$ cat src/rtl/dlx_mem_arbiter.sv
// Shares one memory port between DLX instruction fetch and data access; data wins unless fetch has waited DC_BURST_MAX grants.
// Latency: grant registers mem_* one cycle after request; ack and rdata one cycle after mem_ready (2-cycle minimum round trip).
// Backpressure: requesters stall on ic_wait/dc_wait until ack; mem_* held stable until mem_ready.
module dlx_mem_arbiter #(
    parameter int ADDR_W       = 32,
    parameter int DATA_W       = 32,
    parameter int DC_BURST_MAX = 4
) (
    input  logic              clk,
    input  logic              rst_n,
    input  logic              ic_req,
    input  logic [ADDR_W-1:0] ic_addr,
    output logic [DATA_W-1:0] ic_rdata,
    output logic              ic_ack,
    output logic              ic_wait,
    input  logic              dc_req,
    input  logic              dc_we,
    input  logic [ADDR_W-1:0] dc_addr,
    input  logic [DATA_W-1:0] dc_wdata,
    output logic [DATA_W-1:0] dc_rdata,
    output logic              dc_ack,
    output logic              dc_wait,
    output logic              mem_req,
    output logic              mem_we,
    output logic [ADDR_W-1:0] mem_addr,
    output logic [DATA_W-1:0] mem_wdata,
    input  logic [DATA_W-1:0] mem_rdata,
    input  logic              mem_ready
);

    localparam int STREAK_W = $clog2(DC_BURST_MAX + 1);

    typedef enum logic [1:0] {
        IDLE    = 2'd0,
        IC_BUSY = 2'd1,
        DC_BUSY = 2'd2
    } state_t;

    state_t              r_state;
    state_t              w_state_nxt;
    logic                w_grant_ic;
    logic                w_grant_dc;
    logic                w_done;
    logic                w_ic_eff;
    logic                w_dc_eff;
    logic                w_streak_full;
    logic [STREAK_W-1:0] r_streak;

    logic                r_mem_req;
    logic                r_mem_we;
    logic [ADDR_W-1:0]   r_mem_addr;
    logic [DATA_W-1:0]   r_mem_wdata;
    logic [DATA_W-1:0]   r_ic_rdata;
    logic [DATA_W-1:0]   r_dc_rdata;
    logic                r_ic_ack;
    logic                r_dc_ack;

    // A requester still holds its request during its own ack cycle; mask it there.
    assign w_ic_eff      = ic_req & ~r_ic_ack;
    assign w_dc_eff      = dc_req & ~r_dc_ack;
    assign w_streak_full = (r_streak == STREAK_W'(DC_BURST_MAX));

    assign ic_wait   = ic_req & ~r_ic_ack;
    assign dc_wait   = dc_req & ~r_dc_ack;
    assign ic_ack    = r_ic_ack;
    assign dc_ack    = r_dc_ack;
    assign ic_rdata  = r_ic_rdata;
    assign dc_rdata  = r_dc_rdata;
    assign mem_req   = r_mem_req;
    assign mem_we    = r_mem_we;
    assign mem_addr  = r_mem_addr;
    assign mem_wdata = r_mem_wdata;

    // State register.
    always_ff @(posedge clk or negedge rst_n) begin
        if (!rst_n) r_state <= IDLE;
        else        r_state <= w_state_nxt;
    end

    // Arbitration and completion detect; mem_ready is only honoured while busy.
    always_comb begin
        w_state_nxt = r_state;
        w_grant_ic  = 1'b0;
        w_grant_dc  = 1'b0;
        w_done      = 1'b0;
        case (r_state)
            IDLE: begin
                if (w_dc_eff && !(w_ic_eff && w_streak_full)) begin
                    w_grant_dc  = 1'b1;
                    w_state_nxt = DC_BUSY;
                end else if (w_ic_eff) begin
                    w_grant_ic  = 1'b1;
                    w_state_nxt = IC_BUSY;
                end
            end
            IC_BUSY, DC_BUSY: begin
                if (mem_ready) begin
                    w_done      = 1'b1;
                    w_state_nxt = IDLE;
                end
            end
            default: w_state_nxt = IDLE;
        endcase
    end

    // Memory port registers, read-data capture and one-cycle ack pulses.
    always_ff @(posedge clk or negedge rst_n) begin
        if (!rst_n) begin
            r_mem_req   <= 1'b0;
            r_mem_we    <= 1'b0;
            r_mem_addr  <= '0;
            r_mem_wdata <= '0;
            r_ic_rdata  <= '0;
            r_dc_rdata  <= '0;
            r_ic_ack    <= 1'b0;
            r_dc_ack    <= 1'b0;
        end else begin
            r_ic_ack <= 1'b0;
            r_dc_ack <= 1'b0;
            if (w_grant_ic) begin
                r_mem_req  <= 1'b1;
                r_mem_we   <= 1'b0;
                r_mem_addr <= ic_addr;
            end
            if (w_grant_dc) begin
                r_mem_req   <= 1'b1;
                r_mem_we    <= dc_we;
                r_mem_addr  <= dc_addr;
                r_mem_wdata <= dc_wdata;
            end
            if (w_done) begin
                r_mem_req <= 1'b0;
                if (r_state == IC_BUSY) begin
                    r_ic_rdata <= mem_rdata;
                    r_ic_ack   <= 1'b1;
                end else begin
                    r_dc_ack <= 1'b1;
                    // Writes leave the last read value visible to the pipeline.
                    if (!r_mem_we) r_dc_rdata <= mem_rdata;
                end
            end
        end
    end

    // Count consecutive data grants taken while fetch was asking; saturates at the bound.
    always_ff @(posedge clk or negedge rst_n) begin
        if (!rst_n) begin
            r_streak <= '0;
        end else if (w_grant_ic) begin
            r_streak <= '0;
        end else if (w_grant_dc) begin
            if (!ic_req)             r_streak <= '0;
            else if (!w_streak_full) r_streak <= r_streak + STREAK_W'(1);
        end
    end

endmodule

$ cat config.mk
export PLATFORM = sky130hd
export DESIGN_NAME = dlx_mem_arbiter
export DESIGN_NICKNAME = d
export VERILOG_FILES = /design/src/rtl/dlx_mem_arbiter.sv
export SDC_FILE = /design/constraint.sdc
export NUM_CORES = 1
export LEC_CHECK = 0
export BUFFER_PORTS_ARGS = -buffer_cell sky130_fd_sc_hd__buf_2
export CAP_MARGIN = 20
export CELL_PAD_IN_SITES_DETAIL_PLACEMENT = 2
export CELL_PAD_IN_SITES_GLOBAL_PLACEMENT = 2
export CORE_MARGIN = 1.5
export CORE_UTILIZATION = 24
export DETAILED_ROUTE_END_ITERATION = 10
export PLACE_DENSITY = 0.8
export SKIP_CTS_REPAIR_TIMING = 1
export SLEW_MARGIN = 0
export SYNTH_ARGS = -nofsm -noshare
export SYNTH_HDL_FRONTEND = slang
export SYNTH_SLANG_ARGS = --single-unit
$ cat constraint.sdc
create_clock -name clk -period 1.9 [get_ports clk]
set_clock_uncertainty 0.15 [all_clocks]
set_input_delay 0.095 -clock clk [delete_from_list [all_inputs] [get_ports clk]]
set_output_delay 0.095 -clock clk [all_outputs]
set_load 0.1 [all_outputs]
Word level (Yosys, flattened, before mapping)

Cells that the tools add are included.

Register bits after elaboration: 137
Bits of input ports: 134

Bitwise gates (word level): 6
Eq/ne operators: 6
Add/subtract/negate cells: 1
Muxes and demuxes: 26
Reductions and logical operators: 11

Operators with widths:

| operator                                                        | count |
|---|---|
| 32-bit 2-to-1 mux                                               | 2 |
| 1-bit 2-to-1 mux                                                | 16 |
| 3-bit 2-to-1 mux                                                | 4 |
| 2-bit 2-to-1 mux                                                | 3 |
| 3-bit != test, second input constant                            | 2 |
| 2-bit AND reduction                                             | 3 |
| 1-bit inverter                                                  | 4 |
| 2-bit one-hot mux with 2 select lines                           | 1 |
| 3-bit by 1-bit adder with 3-bit output, second input constant   | 1 |
| 3-bit == test, second input constant                            | 1 |
| 3-bit AND reduction                                             | 1 |
| 3-bit nonzero test                                              | 1 |
| 1-bit bitwise AND                                               | 2 |
| 2-bit by 1-bit == test with 1-bit output, second input constant | 1 |
| 2-bit == test, second input constant                            | 1 |
| 1-bit logical AND                                               | 2 |
| 2-bit zero test                                                 | 1 |
| 2-bit != test, second input constant                            | 1 |
| 2-bit nonzero test                                              | 1 |
| 2-bit OR reduction                                              | 1 |
| 1-bit zero test                                                 | 1 |

Depth between registers and ports, before layout

Depth in word-level cells: 10
Depth in mapped cells: 8

Worst setup path before layout

Ideal clock, no wire load.

Kind: flip-flop to flip-flop
Start point: reg r_dc_ack (netlist: dc_ack)
End point: reg r_mem_addr[14] (netlist: mem_addr[14])
Stages on the path, launching flop included: 8
Setup slack: -0.485 ns
Data arrival time: 2.106 ns
Buffers on the path: 2
Library setup time: 0.130 ns
Data required time: 1.620 ns
Path through: dfrtp_1 -> nand2b_4 -> inv_2 -> and3_1 -> buf_4 -> buf_4 -> nand2_1 -> a31oi_1

Longest elaborated chain between the ends: 6

RTL lines:

| item                                                    | RTL line | RTL |
|---|---|---|
| start: declaration                                      | 56       | `logic r_dc_ack;` |
| start signal: assignment                                | 116      | `r_dc_ack <= 1'b0;` |
| start signal: assignment                                | 119      | `r_dc_ack <= 1'b0;` |
| start signal: assignment                                | 137      | `r_dc_ack <= 1'b1;` |
| 1-bit inverter (*)                                      | --       |  |
| 1-bit bitwise AND (*)                                   | --       |  |
| via dc_wait                                             | 22       | `output logic dc_wait,` |
| 1-bit logical AND (*)                                   | 88       | `if (w_dc_eff && !(w_ic_eff && w_streak_full)) begin` |
| 1-bit 2-to-1 mux                                        | 88       |  |
| 1-bit 2-to-1 mux                                        | 86       | `case (r_state)` |
| 32-bit 2-to-1 mux or 2-bit nonzero test (tied branches) | --       |  |
| end signal: assignment                                  | 123      | `r_mem_addr <= ic_addr;` |
| end signal: assignment                                  | 128      | `r_mem_addr <= dc_addr;` |
| end: declaration                                        | 51       | `logic [ADDR_W-1:0] r_mem_addr;` |

Mark *: on every way through the listed nets, which the timed path passes. The rest lies on a longest branch.
A chain may end at the register's enable or synchronous reset.

Worst setup path after layout

Start point: reg r_state[1]
End point: reg r_dc_rdata[9] (netlist: dc_rdata[9])

Longest elaborated chain between the ends: 4

RTL lines:

| item                                                                      | RTL line | RTL |
|---|---|---|
| start: declaration                                                        | 39       | `state_t r_state;` |
| start signal: assignment                                                  | 77       | `else r_state <= w_state_nxt;` |
| 2-bit by 1-bit == test with 1-bit output or 2-bit == test (tied branches) | 86, 133  |  |
| 2-bit OR reduction                                                        | 86       |  |
| 1-bit 2-to-1 mux                                                          | 86       |  |
| 3-bit AND reduction (no source line) (*)                                  | --       |  |
| end signal: assignment                                                    | 139      | `if (!r_mem_we) r_dc_rdata <= mem_rdata;` |
| end: declaration                                                          | 54       | `logic [DATA_W-1:0] r_dc_rdata;` |

Mark *: on every way between the ends. The rest lies on a longest branch, timed or not.

==> impl_metrics.yaml <==
logic_synthesis:
  yosysTopAreaCellShare_pct: 62.0
  synth_area_sq_um: 5530
  postSynthCellCount: 498
  synthSimpleGateAreaFrac_pct: 15.1
  synthAdderAreaFrac_pct: 0.905
  synth.distinct_cells: 32
  synth_area_leaders: "dfrtp_1, mux2_2, nand2_1"
  synthArstFlopShare_pct: 100
  synth_xor_area_share_pct: 0
  synth_top_family_by_area: "simple AND/OR/NAND/NOR gates"
  syn_nets: 636
  synthMuxAreaShare_pct: 13.0
  synth_top_flop_cell: "dfrtp_1"
  avgSynthCellArea_sq_um: 11.1
  synth_top_area_cell: "dfrtp_1"
  ys_seq_elements: 137
  seq_area_frac_synth_pct: 62.0
  yosys_warnings: 0
  synth-edff-count: 0
  synth_compound_area_share_pct: 5.38
detailed_routing:
  postRouteAntennaNets: 0
  firstDrtPassIters: 4
  avgRoutedWirePerCell_um: 19.6
  drt_iter0_drc: 124
  vias: 5429
  drc: 0
  vias_per_cell: 4.47
  wirelength_mm: 23.8
timing:
  setup_viol_count_final: 0
  max_freq_ghz: 0.532
  finalHoldViolCount: 0
  setup_ws_ps: 20.9
  tightestPinTransition_ps: 531
  whs_ps: 56.8
  maxSlewViolCount: 0
  finalCriticalPeriod_ps: 1880
  max_slew_margin_pct: 64.8
  rsz0062_at_grt: "true"
  period_share_pct: 98.9
status:
  status: "finished clean"
placement:
  dp_slack_ps: -28.1
  place_inst: 1038
  post-dp-hpwl_mm: 13.4
  numPortBuffers: 267
  place.gp.congestion: 0.733
worst_setup_path:
  critical_path_class: "flop to flop"
  critPathBufInv: 3
  path_max_fanout: 8
  start_kind: "flop"
  cp_top_family: "buffers and inverters"
  r2r_start: "r_state[1]"
  path_cells: "inv_1, ha_4, nand2_4, nor3_4, buf_6, buf_8, mux2_2"
  crit_arrival_ps: 2030
  r2r_cells: 7
  cp_slowest_stage_delay_ps: 350
  r2r_slack_ps: 20
  required_ps: 2050
  crit_slowest_cell: "mux2_2"
  end_kind: "flop"
  reg2reg_to: "dc_rdata[9]"
floorplan:
  row_count: 55
  io_pins: 268
  start_util_pct: 24.4
  dieArea_sq_um: 24000
  die_h_um: 155
  die_x_um: 155
  fp.coreArea_sq_um: 22600
clocking:
  cts-root-buf: "clkbuf_16"
  cts_buffer_depth: 2
  cts_tree: "built"
  cts_max_level: 4
  numCtsBuffers: 17
  clkTransAtPathRegs_ps: 60
  insertion_delay_ps: 420
  clkSinkCount: 137
finish:
  final_cell_mix: "buf_2, nand2_1, dfrtp_1"
  drive_above_1_share_pct: 43.4
  nets: 1051
  postLayoutCoreUtil_pct: 41.8
  final_cells: 1214
  area_growth_pct: 71.3
  layout_commonest_cell: "buf_2"
grt:
  grt_usage_pct: 15.5
  overflow: 0
  grt_pass1_wl_mm: 28.8
  grt_max_degree: 55
  antenna_found_initial: 3
  grt_pass1_vias: 5325
min_path:
  hold_path_class: "primary input to asynchronous set/reset pin"
job:
  maxCapViolations: 0
-- per-layer routing --
layer / vias to the layer above / track usage, % / wire [um]
met4: 0 / 6.18 / 597
met2: 180 / 28.0 / 13300
met5: - / 0 / 0
met3: 41 / 4.20 / 1060
met1: 2723 / 17.2 / 8850
li1: 2485 / - / -
-- cell type report --
| cell class | instances | area [sq um] |
|---|---|---|
| sequential | 137 | 3440 |
| inverter | 9 | 45.0 |
| clock inverter | 13 | 134 |
| fill | 2351 | 13200 |
| tap | 285 | 357 |
| timing repair buffer | 424 | 3040 |
| antenna | 3 | 7.51 |
| clock buffer | 19 | 453 |
| multi-input combinational | 324 | 2000 |
-- cell families after synthesis --
group / after synthesis
AND/OR/NAND/NOR: 210
flip-flops: 137
multiplexers: 64
AO/OA/AOI/OAI: 46
buffers and inverters: 37
adder cells (fa/ha/maj): 4
-- sequential cells by signal, summed over array words and instances (netlist names) --
name and cells:
mem_addr 32, r_streak 3, mem_wdata 32, ic_rdata 32, ic_ack 1, mem_we 1
r_state 2, dc_rdata 32, mem_req 1, dc_ack 1
-- how the worst max path moves through the flow --
stage | from | endpoint | slack, ps | depth (start not counted)
floorplan | ic_ack | r_streak[0] | -50 | 5
global placement | r_state[0] | dc_rdata[24] | 60 | 6
detailed placement | r_state[0] | dc_rdata[10] | -30 | 6
CTS | r_state[0] | dc_rdata[10] | -30 | 6
global route | r_streak[0] | mem_addr[4] | -60 | 7
finish | r_state[1] | dc_rdata[9] | 20 | 7
-- per-stage QoR --
stage / area, sq um / TNS (ps)
detailed placement: 7350 / -45.8
global route: 9470 / -1220
global placement: 7350 / 0
finish: 9470 / 0
CTS: 7930 / -64.8
floorplan: 5560 / -99.4
-- cells in the mapped netlist (all sizes together), types with 2 or more instances --
cell type and n:
a21oi 3, nand3 3, nand2b 2, nor2 33, a31oi 33, nand2 165
dfrtp 137, ha 4, inv 9, buf 27, nor3 2, mux2 64
o21ai 4
Power is not shown: default switching activity piles up to over one toggle a cycle in this logic, so the estimate is an artifact.
